### src/rtl/pipe_pkg.sv
// ============================================================================
// Module      : pipe_pkg
// Description : Shared stage-register state encoding and default widths.
// Revision    : 1.0 - initial release
// ============================================================================
`default_nettype none

package pipe_pkg;

    localparam int c_def_data_w = 32;
    localparam int c_def_ctrl_w = 7;
    localparam int c_def_cnt_w  = 16;

    typedef enum logic [1:0] {
        ST_EMPTY = 2'd0,
        ST_ONE   = 2'd1,
        ST_FULL  = 2'd2
    } stage_state_t;

endpackage : pipe_pkg

`default_nettype wire

### src/rtl/sat_counter.sv
// ============================================================================
// Module      : sat_counter
// Description : Up-counter that sticks at all-ones instead of wrapping.
// Revision    : 1.0 - initial release
// ============================================================================
`default_nettype none

module sat_counter #(
    parameter int CNT_W = 16
) (
    input  logic             clk,
    input  logic             rst_n,
    input  logic             inc,
    input  logic             clear,
    output logic [CNT_W-1:0] count
);

    logic [CNT_W-1:0] r_count;

    always_ff @(posedge clk or negedge rst_n) begin
        if (!rst_n) begin
            r_count <= '0;
        end else if (clear) begin
            r_count <= '0;
        end else if (inc && (r_count != '1)) begin
            r_count <= r_count + CNT_W'(1);
        end
    end

    assign count = r_count;

endmodule : sat_counter

`default_nettype wire

### src/rtl/pipe_stage_buf.sv
// ============================================================================
// Module      : pipe_stage_buf
// Description : Two-entry skid-buffered pipeline stage register with flush,
//               bubble control masking and a saturating stall counter.
// Revision    : 1.0 - initial release
// ============================================================================
`default_nettype none

module pipe_stage_buf
    import pipe_pkg::*;
#(
    parameter int DATA_W = c_def_data_w,
    parameter int CTRL_W = c_def_ctrl_w,
    parameter int CNT_W  = c_def_cnt_w
) (
    input  logic              clk,
    input  logic              rst_n,
    input  logic              flush,
    input  logic              in_valid,
    output logic              in_ready,
    input  logic [CTRL_W-1:0] in_ctrl,
    input  logic [DATA_W-1:0] in_data,
    output logic              out_valid,
    input  logic              out_ready,
    output logic [CTRL_W-1:0] out_ctrl,
    output logic [DATA_W-1:0] out_data,
    output logic [CNT_W-1:0]  stall_cnt
);

    stage_state_t      r_state;
    logic              r_in_ready;
    logic [CTRL_W-1:0] r_head_ctrl;
    logic [DATA_W-1:0] r_head_data;
    logic [CTRL_W-1:0] r_skid_ctrl;
    logic [DATA_W-1:0] r_skid_data;

    logic w_out_valid;
    logic w_push;
    logic w_pop;
    logic w_stall;

    assign w_out_valid = (r_state != ST_EMPTY);
    assign w_push      = in_valid & r_in_ready;
    assign w_pop       = w_out_valid & out_ready;
    assign w_stall     = w_out_valid & ~out_ready;

    // in_ready is recomputed from the next state so it stays a pure flop output.
    always_ff @(posedge clk or negedge rst_n) begin
        if (!rst_n) begin
            r_state     <= ST_EMPTY;
            r_in_ready  <= 1'b1;
            r_head_ctrl <= '0;
            r_head_data <= '0;
            r_skid_ctrl <= '0;
            r_skid_data <= '0;
        end else if (flush) begin
            r_state     <= ST_EMPTY;
            r_in_ready  <= 1'b1;
            r_head_ctrl <= '0;
            r_skid_ctrl <= '0;
        end else begin
            case (r_state)
                ST_EMPTY: begin
                    if (w_push) begin
                        r_head_ctrl <= in_ctrl;
                        r_head_data <= in_data;
                        r_state     <= ST_ONE;
                    end
                end
                ST_ONE: begin
                    if (w_push && w_pop) begin
                        r_head_ctrl <= in_ctrl;
                        r_head_data <= in_data;
                    end else if (w_push) begin
                        r_skid_ctrl <= in_ctrl;
                        r_skid_data <= in_data;
                        r_state     <= ST_FULL;
                        r_in_ready  <= 1'b0;
                    end else if (w_pop) begin
                        r_state     <= ST_EMPTY;
                    end
                end
                ST_FULL: begin
                    if (w_pop) begin
                        r_head_ctrl <= r_skid_ctrl;
                        r_head_data <= r_skid_data;
                        r_state     <= ST_ONE;
                        r_in_ready  <= 1'b1;
                    end
                end
                default: begin
                    r_state    <= ST_EMPTY;
                    r_in_ready <= 1'b1;
                end
            endcase
        end
    end

    sat_counter #(
        .CNT_W (CNT_W)
    ) u_stall_cnt (
        .clk   (clk),
        .rst_n (rst_n),
        .inc   (w_stall),
        .clear (1'b0),
        .count (stall_cnt)
    );

    // A bubble must never carry live write-back or memory-access bits.
    assign out_ctrl  = w_out_valid ? r_head_ctrl : '0;
    assign out_valid = w_out_valid;
    assign out_data  = r_head_data;
    assign in_ready  = r_in_ready;

endmodule : pipe_stage_buf

`default_nettype wire

### config.mk
export PLATFORM = sky130hd
export DESIGN_NAME = pipe_stage_buf
export DESIGN_NICKNAME = d
export VERILOG_FILES = /design/src/rtl/pipe_pkg.sv /design/src/rtl/sat_counter.sv /design/src/rtl/pipe_stage_buf.sv
export SDC_FILE = /design/constraint.sdc
export NUM_CORES = 1
export LEC_CHECK = 0
export CORE_UTILIZATION = 30
export CTS_CLUSTER_SIZE = 40
export DETAILED_ROUTE_END_ITERATION = 8
export GPL_TIMING_DRIVEN = 0
export PLACE_DENSITY_LB_ADDON = 0.15
export SLEW_MARGIN = 20
export SYNTH_ARGS = -nofsm -noshare
export SYNTH_HDL_FRONTEND = slang
export SYNTH_HIERARCHICAL = 1
export SYNTH_SLANG_ARGS = --single-unit
### constraint.sdc
create_clock -name clk -period 2.65 [get_ports clk]
set_clock_uncertainty 0.05 [all_clocks]
set_input_delay 0.265 -clock clk [delete_from_list [all_inputs] [get_ports clk]]
set_output_delay 0.265 -clock clk [all_outputs]
set_load 0.01 [all_outputs]
Word-level counts from Yosys, hierarchy flattened

Cells that the tools add are included.

Input port bits: 44
Output and inout port bits: 57
Bits in registers: 97
Logic and storage cells: 67

Equality and inequality tests: 14
Reductions and logical operators: 14
Mux-type cells: 25
$add $sub $neg: 1
Bitwise operators: 6

Operators by type and width:

| cell                  | number |
|---|---|
| $mux 32               | 3 |
| $pmux 32 s3           | 1 |
| $mux 7                | 8 |
| $pmux 7 s3            | 1 |
| $add 16x1->16 const B | 1 |
| $ne 16x16->1 const B  | 1 |
| $reduce_and 4->1      | 4 |
| $ne 3x3->1 const B    | 5 |
| $mux 2                | 6 |
| $ne 2x2->1 const B    | 5 |
| $pmux 2 s3            | 1 |
| $reduce_bool 2->1     | 3 |
| $reduce_and 5->1      | 1 |
| $mux 1                | 4 |
| $ne 4x4->1 const B    | 1 |
| $reduce_bool 4->1     | 1 |
| $and 1x1->1           | 3 |
| $not 1->1             | 3 |
| $pmux 1 s3            | 1 |
| $reduce_and 3->1      | 1 |
| $reduce_bool 3->1     | 1 |
| $eq 2x1->1 const B    | 1 |
| $eq 2x2->1 const B    | 1 |
| $logic_and 1x1->1     | 2 |
| $logic_not 2->1       | 1 |

Logic depth before layout (Yosys ltp)

Gate-level depths: netlist of the first run.

Depth in word-level cells: 7
Mapped depth: 7
Depth with buffers taken out: 5

Cells and area by module

The synthesis of the first run kept the hierarchy.

Modules (own cells, without submodules):

| module         | seq. area each (um^2) | times used | cells each | area each (um^2) |
|---|---|---|---|---|
| pipe_stage_buf | 2028.2                | 1          | 289        | 3669.8 |
| sat_counter    | 400.4                 | 1          | 98         | 942.2 |

Least setup slack after synthesis of the first run

Ideal clock, no wire load.

Path kind: register -> register
Start: register r_state[1]
End: register u_stall_cnt.r_count[3], in the netlist u_stall_cnt/count[3]
Clock period less this slack: 1.903 ns
Path buffers: 1
Required time: 2.523 ns
Arrival time: 1.775 ns
Library setup time: 0.077 ns
Slack: 0.747 ns
Cell stages (with the launch flop): 7
Path through: dfrtp_1 nor2_1 nor2_1 inv_1 clkbuf_1 or4_2 a21oi_1

Cells in the longest elaborated chain, start to end: 3

RTL lines:

| item                     | line                 | source |
|---|---|---|
| start: declaration       | pipe_stage_buf.sv:30 | `stage_state_t r_state;` |
| start signal: assignment | pipe_stage_buf.sv:50 | `r_state <= ST_EMPTY;` |
| start signal: assignment | pipe_stage_buf.sv:57 | `r_state <= ST_EMPTY;` |
| start signal: assignment | pipe_stage_buf.sv:67 | `r_state <= ST_ONE;` |
| $reduce_bool 2->1        | pipe_stage_buf.sv:42 | `assign w_out_valid = (r_state != ST_EMPTY);` |
| $and 1x1->1              | pipe_stage_buf.sv:45 | `assign w_stall = w_out_valid & ~out_ready;` |
| via w_stall              | pipe_stage_buf.sv:40 | `logic w_stall;` |
| $logic_and 1x1->1        | sat_counter.sv:25    | `end else if (inc && (r_count != '1)) begin` |
| end signal: assignment   | sat_counter.sv:26    | `r_count <= r_count + CNT_W'(1);` |
| end: declaration         | sat_counter.sv:18    | `logic [CNT_W-1:0] r_count;` |

The timed path passes the listed nets, and every way through them passes these cells.
A chain may end at the register's enable or synchronous reset.

Worst setup path after layout of the first run

Start: register r_state[1]
End: register u_stall_cnt.r_count[8], in the netlist u_stall_cnt/count[8]

The elaborated chain is that of the path after synthesis.

==> flow_summary_export.csv, run 1 <==
group,metric,value,unit
global_route,grt_antenna_before_repair,0,
route,vias,3335,
setup_path,end_kind,"register",
setup_path,worstSetupPathDepth,7,
route,drt_iter0_markers,153,
power,static-leakage-power,2.60,nW
yosys,ys_seq_area_share,52.7,%
clock_tree,cts_setup_buffers,0,
floorplanning,die_area,15900,um^2
clock_tree,cts.root.buffer_cell,"sky130_fd_sc_hd__clkbuf_16",
sta,fin_setup_tns,0,ns
floorplanning,floorplan.initialDensity,31.3,%
global_route,first_global_vias,3574,
floorplanning,coreArea,14800,um^2
sta,final_period_minus_worst_setup_slack,2.30,ns
yosys,mappedNetlistArea,4610,um^2
setup_path,max_stage_delay,0.47,ns
route,avgViaCountPerCell,4.83,
sta,timing.slew.headroom,55.0,%
layout,final_core_utilization,41.9,%
yosys,ys_seq_elements,97,
setup_path,crit_path_frequent_cell,"sky130_fd_sc_hd__clkbuf_1",
setup_path,slowest_stage_cell_on_the_critical_path,"sky130_fd_sc_hd__dfrtp_1",
sta,timing.final.hold_violations,0,
sta,finalCritPeriodShare,86.6,%
placement,postPlaceCellArea,5880,um^2
setup_path,crit_required,2.87,ns
yosys,synth-edff-count,0,
yosys,ys_warn_count,6,
sta,tightestPinTransition,0.671,ns
sta,number_of_pins_with_negative_max_slew_slack_in_the_final_report,0,
placement,place_worst_setup_slack,0.157,ns
clock_tree,cts.reportedPaths.clkPinSlew,0.07,ns
floorplanning,design.portCount,101,
layout,mostFrequentLayoutCell,"sky130_fd_sc_hd__clkdlybuf4s50_1",
setup_path,worstPathBufferInverterCount,3,
setup_path,cp-start-kind,"register",
placement,numPortBuffers,100,
power,power.density,680,nW/um^2
clock_tree,cts_buf_count,9,
flow_run,maxCapViolCount,0,
global_route,overflow,0,
setup_path,ff2ff_setup_slack,0.35,ns
layout,layout_cell_area_excl_fill,6180,um^2
setup_path,critPathMaxFanout,10,
layout,fraction_of_final_layout_cells_sized_beyond_drive_strength_1,16.4,%
clock_tree,cts-htree-levels,3,
setup_path,r2r_cells,7,
layout,antennaDiodeCount,0,
route,drt_pass1_iterations,4,
floorplanning,dieHeight,126,um
route,final_antenna_net_count,0,
placement,hpwlAfterDp,7570,um
layout,non_filler_cells_in_the_finished_layout,690,
global_route,grt_start_max_net_pins,64,
yosys,ys.flop_type,"sky130_fd_sc_hd__dfrtp_1",
layout,fin_nets,546,
route,finalWirelength,11000,um
yosys,synthesis.area_per_instance,11.9,um^2
setup_path,timing_worst_setup_path_type,"reg2reg",
power,vdd_drop_max,0.508,mV
layout,area_delta_synth_final,34.0,%
clock_tree,tritoncts,"yes",
sta,setup_ws,0.354,ns
layout,layout.filler_cells,1443,
clock_tree,max-clock-path-buffers,2,
setup_path,cpLargestDelayFamily,"buffers and inverters",
placement,place_inst,673,
placement,routabilityCongestion,0.748,
clock_tree,clock_sinks,97,
route,number_of_drc_violations_after_detailed_routing,0,
min_path,holdCritPathClass,"in2async",
global_route,grt_usage,14.9,%
run_status,status,"complete, no violations",
floorplanning,die_w,126,um
floorplanning,placement_rows,44,
setup_path,crit_path_cell_trace,"nor2_2 -> nor2_1 -> inv_1 -> clkbuf_1 -> clkbuf_1 -> o21ai_0 -> a21oi_1",
yosys,synth_cells,387,
route,route.detailed.wl_per_inst,15.9,um
sta,finalSetupViolCount,0,
yosys,ys_types,50,
sta,max_freq,436,MHz
layout,layout_common_cells,"sky130_fd_sc_hd__clkdlybuf4s50_1, sky130_fd_sc_hd__dfrtp_1, sky130_fd_sc_hd__nor2_1",
global_route,grt_pass1_wl,18400,um
yosys,ys_async_sr_fraction,100,%
sta,rsz0062_at_grt,"no",
clock_tree,insertion_delay,0.34,ns
setup_path,critPathArrivalTime,2.52,ns
path summary, 6_finish.rpt:
check	end	from
setup / recovery	u_stall_cnt/count[8]	r_state[1]
hold / removal	u_stall_cnt/count[4]	rst_n
setup reg to reg	u_stall_cnt/count[8]	r_state[1]
hold reg to reg	r_skid_ctrl[2]	r_skid_ctrl[2]
max in group asynchronous	in_ready	rst_n
min in group clk	r_skid_ctrl[2]	r_skid_ctrl[2]
power by group:
| group | total (mW) | switching [mW] | internal, mW |
|---|---|---|---|
| registers | 1.95 | 0.173 | 1.78 |
| logic | 0.971 | 0.373 | 0.598 |
| clock network | 1.28 | 0.563 | 0.712 |
worst register-to-register path, delay by kind of cell (launching register included):
family,cells,cell delay [ns]
flip-flops,1,0.47
AND/OR/NAND/NOR,2,0.49
buffers and inverters,3,0.90
AO/OA/AOI/OAI,2,0.31
flip-flops by register name, indices dropped and copies added (netlist names):
signal / count
u_stall_cnt/count: 16
r_state: 2
r_skid_data: 32
in_ready: 1
out_data: 32
r_head_ctrl: 7
r_skid_ctrl: 7
layer usage:
layer	track usage [%]	vias up	wire length, um	part of all wire, %
li1	-	1624	-	-
met1	18.4	1636	4980	45
met2	25.1	69	5380	49
met3	4.93	6	528	4.8
met4	3.40	0	103	0.94
met5	0	-	0	0
logic make-up after synthesis:
kind of cell    after synthesis  share of synthesized area, %
simple gates                111                          13.1
compound gates               76                          10.4
buf+inv                      26                          3.85
mux                          75                          19.6
flops                        97                          52.7
other cells                   1                        0.0813
fa+ha+maj                     1                         0.271
stage by stage:
| stage | hold WS, ns | total power [mW] |
|---|---|---|
| floorplan | -0.0806 | 2.47 |
| global placement | 0.434 | 2.93 |
| detailed placement | 0.139 | 2.96 |
| CTS | 0.343 | 4.28 |
| global route | 0.372 | 4.44 |
| finish | 0.334 | 4.20 |
cell type report:
class / count / area (um^2) / area share, %
sequential: 97 / 2430 / 39.3
multi-input combinational: 265 / 2010 / 32.6
timing repair buffer: 102 / 1040 / 16.8
tap: 184 / 230 / 3.72
buffer: 22 / 163 / 2.63
clock inverter: 4 / 26.3 / 0.425
clock buffer: 12 / 267 / 4.31
inverter: 4 / 15.0 / 0.243
repair_timing:
item,4_1_cts,5_1_grt
gates resized for setup,0,1
endpoints found under the hold margin,34,0
endpoints found under the setup margin,0,10
hold buffers,1,0
synthesized netlist by cell type, types with 2 or more instances:
cell | n | area, um^2
sky130_fd_sc_hd__inv_1 | 4 | 15.0
sky130_fd_sc_hd__buf_6 | 2 | 22.5
sky130_fd_sc_hd__mux2_1 | 4 | 45.0
sky130_fd_sc_hd__o21ai_1 | 3 | 15.0
sky130_fd_sc_hd__nor2b_1 | 11 | 68.8
sky130_fd_sc_hd__a211oi_1 | 7 | 52.6
sky130_fd_sc_hd__buf_2 | 10 | 50.1
sky130_fd_sc_hd__nor2_1 | 48 | 180
sky130_fd_sc_hd__nand3_1 | 4 | 20.0
sky130_fd_sc_hd__or4_2 | 2 | 17.5
sky130_fd_sc_hd__a21oi_1 | 44 | 220
sky130_fd_sc_hd__or4_1 | 5 | 37.5
sky130_fd_sc_hd__and3_1 | 2 | 12.5
sky130_fd_sc_hd__nand2_1 | 10 | 37.5
sky130_fd_sc_hd__mux2i_1 | 39 | 390
sky130_fd_sc_hd__nand4_1 | 6 | 37.5
sky130_fd_sc_hd__clkbuf_1 | 6 | 22.5
sky130_fd_sc_hd__and2b_2 | 2 | 17.5
sky130_fd_sc_hd__dfrtp_1 | 96 | 2400
sky130_fd_sc_hd__o31ai_1 | 7 | 52.6
sky130_fd_sc_hd__nand3b_1 | 2 | 15.0
sky130_fd_sc_hd__buf_12 | 3 | 60.1
sky130_fd_sc_hd__mux2_4 | 29 | 435
sky130_fd_sc_hd__nor4_1 | 4 | 25.0
sky130_fd_sc_hd__a31oi_1 | 2 | 12.5
sky130_fd_sc_hd__and4_2 | 2 | 20.0
sky130_fd_sc_hd__or3_1 | 2 | 12.5
sky130_fd_sc_hd__a22o_1 | 7 | 61.3
sky130_fd_sc_hd__mux2_2 | 3 | 33.8
Power figures use the tool's default switching activity.
==> run 2: changes to the inputs <==
--- a/config.mk
+++ b/config.mk
@@ -5,11 +5,11 @@
 export SDC_FILE = /design/constraint.sdc
 export NUM_CORES = 1
 export LEC_CHECK = 0
+export ABC_AREA = 1
 export CORE_UTILIZATION = 30
 export CTS_CLUSTER_SIZE = 40
 export DETAILED_ROUTE_END_ITERATION = 8
 export GPL_TIMING_DRIVEN = 0
-export PLACE_DENSITY_LB_ADDON = 0.15
 export SLEW_MARGIN = 20
 export SYNTH_ARGS = -nofsm -noshare
 export SYNTH_HDL_FRONTEND = slang
==> run 2 against run 1 <==
Effect of this change: hold slack improved by 0.0096 ns; setup slack improved by 0.16 ns; power rose by 20%; synthesized cell count rose by 58%; clock power rose by 5%; clock-buffer cell count fell by 1; combinational power rose by 58%; largest cell class unchanged; largest power group unchanged.
==> flow_summary_export.csv, run 2 <==
group,metric,value,unit
run_status,status,"complete, no violations",
setup_path,worstSetupStartpoint,"r_state[1]",
layout,area_delta_synth_final,33.9,%
layout,layout_cell_area_excl_fill,6350,um^2
floorplanning,design.portCount,101,
sta,final_period_minus_worst_setup_slack,2.13,ns
yosys,ys_async_sr_fraction,100,%
placement,postPlaceCellArea,6050,um^2
setup_path,cp-start-kind,"register",
clock_tree,tritoncts,"yes",
setup_path,ff2ff_setup_slack,0.86,ns
yosys,post-synth-top-area-fraction,50.6,%
sta,setup_ws,0.515,ns
placement,hpwlAfterDp,8590,um
route,final_antenna_net_count,0,
clock_tree,insertion_delay,0.35,ns
setup_path,timing_worst_setup_path_type,"reg2out",
clock_tree,clock_sinks,97,
clock_tree,cts.root.buffer_cell,"sky130_fd_sc_hd__clkbuf_16",
clock_tree,cts_setup_buffers,0,
route,vias,4134,
yosys,synth.cells.most_frequent,"sky130_fd_sc_hd__nand2_1, sky130_fd_sc_hd__dfrtp_1, sky130_fd_sc_hd__inv_1, sky130_fd_sc_hd__nor2_1, sky130_fd_sc_hd__o21ai_0",
route,finalWirelength,12200,um
power,p_total,5.03,mW
clock_tree,cts_buf_count,9,
placement,routabilityCongestion,0.786,
sta,fin_setup_tns,0,ns
flow_run,maxCapViolCount,0,
setup_path,end_kind,"primary output",
global_route,grt_pass1_wl,20200,um
global_route,grt_start_max_net_pins,56,
yosys,ys_seq_elements,97,
global_route,first_global_vias,4004,
yosys,ys_types,35,
floorplanning,floorplan.initialDensity,31.0,%
layout,final_core_utilization,41.5,%
clock_tree,max-clock-path-buffers,2,
setup_path,reg2reg_from,"u_stall_cnt/count[1]",
layout,fin_nets,772,
setup_path,critPathMaxFanout,8,
floorplanning,placement_rows,45,
yosys,ys_top_cells_by_area,"sky130_fd_sc_hd__dfrtp_1, sky130_fd_sc_hd__nand2_1, sky130_fd_sc_hd__o21ai_0",
global_route,overflow,0,
route,drt_pass1_iterations,4,
power,static-leakage-power,3.11,nW
yosys,ys_warn_count,6,
sta,finalCritPeriodShare,80.6,%
yosys,yosys.area.top_type,"sky130_fd_sc_hd__dfrtp_1",
layout,layout.filler_cells,1595,
sta,timing.final.hold_violations,0,
yosys,ys.flop_type,"sky130_fd_sc_hd__dfrtp_1",
route,number_of_drc_violations_after_detailed_routing,0,
route,route.detailed.wl_per_inst,13.0,um
layout,register_area,2430,um^2
clock_tree,cts-htree-levels,3,
sta,rsz0062_at_grt,"no",
yosys,synth_cells,612,
sta,number_of_pins_with_negative_max_slew_slack_in_the_final_report,0,
floorplanning,die_w,128,um
layout,antennaDiodeCount,0,
setup_path,r2r_cells,9,
min_path,holdCritPathClass,"in2async",
yosys,synth-edff-count,0,
yosys,mappedNetlistArea,4750,um^2
sta,max_freq,468,MHz
sta,timing.slew.headroom,64.3,%
setup_path,crit_required,2.34,ns
yosys,ys_seq_area_share,51.2,%
global_route,grt_usage,16.0,%
layout,fraction_of_final_layout_cells_sized_beyond_drive_strength_1,8.47,%
layout,layout_common_cells,"sky130_fd_sc_hd__nand2_1, sky130_fd_sc_hd__clkdlybuf4s50_1, sky130_fd_sc_hd__dfrtp_1",
route,avgViaCountPerCell,4.38,
yosys,synth_most_common_cell,"sky130_fd_sc_hd__nand2_1",
placement,numPortBuffers,100,
floorplanning,coreArea,15300,um^2
global_route,grt_antenna_before_repair,0,
layout,multi_input_comb_area,1920,um^2
sta,tightestPinTransition,0.534,ns
route,drt_iter0_markers,204,
clock_tree,cts.reportedPaths.clkPinSlew,0.07,ns
layout,mostFrequentLayoutCell,"sky130_fd_sc_hd__nand2_1",
power,vdd_drop_max,0.354,mV
yosys,synthesis.area_per_instance,7.75,um^2
power,power.density,792,nW/um^2
floorplanning,dieHeight,128,um
sta,finalSetupViolCount,0,
placement,place_worst_setup_slack,0.673,ns
setup_path,critPathArrivalTime,1.82,ns
floorplanning,die_area,16300,um^2
## run 2: power by group
part           switching [mW]  internal (mW)  leakage [nW]
logic                   0.782          0.753          1.79
clock network           0.583          0.755         0.142
registers               0.209           1.95          1.19
## run 2: path summary, 6_finish.rpt
check / end
setup / recovery: out_ctrl[6]
hold / removal: u_stall_cnt/count[13]
setup reg to reg: u_stall_cnt/count[8]
hold reg to reg: out_data[21]
max in group asynchronous: in_ready
min in group clk: out_data[21]
## run 2: area by class of cell
cell class                      instances  area share (%)
Buffer                                 27            2.50
Clock buffer                           11            3.82
Clock inverter                          5           0.866
Inverter                               65            3.88
Multi-Input combinational cell        425            30.2
Sequential cell                        97            38.2
Tap cell                              211            4.15
Timing Repair Buffer                  102            16.4
## run 2: kinds of logic after synthesis
logic type | after synthesis | synth area share [%]
simple gates | 322 | 27.8
buf+inv | 92 | 8.54
xor+xnor | 5 | 0.923
compound gates | 94 | 11.2
other cells | 1 | 0.0790
flops | 97 | 51.2
fa+ha+maj | 1 | 0.264
## run 2: critical path, stage by stage, from the launching register on
cell and delay, ns:
sky130_fd_sc_hd__dfrtp_1 0.45, sky130_fd_sc_hd__nor2_1 0.45, sky130_fd_sc_hd__nor2_1 0.08, sky130_fd_sc_hd__clkdlybuf4s50_1 0.49
## run 2: through the flow
stage | hold slack (ns) | cells
final | 0.344 | 943
after global routing | 0.395 | 943
after CTS | 0.354 | 943
after detailed placement | 0.167 | 926
after global placement | 0.416 | 925
after floorplan | -0.0806 | 614
## run 2: what timing repair did
| action | in CTS | in global routing |
|---|---|---|
| hold buffers | 1 | 0 |
| endpoints found under the hold margin | 42 | 0 |
| gates resized for setup | 0 | 0 |
## run 2: routing by layer
metal | GRT usage [%] | wire length, um
met4 | 5.95 | 186
met2 | 24.9 | 5430
met3 | 3.67 | 677
met1 | 21.6 | 5940
met5 | 0 | 0
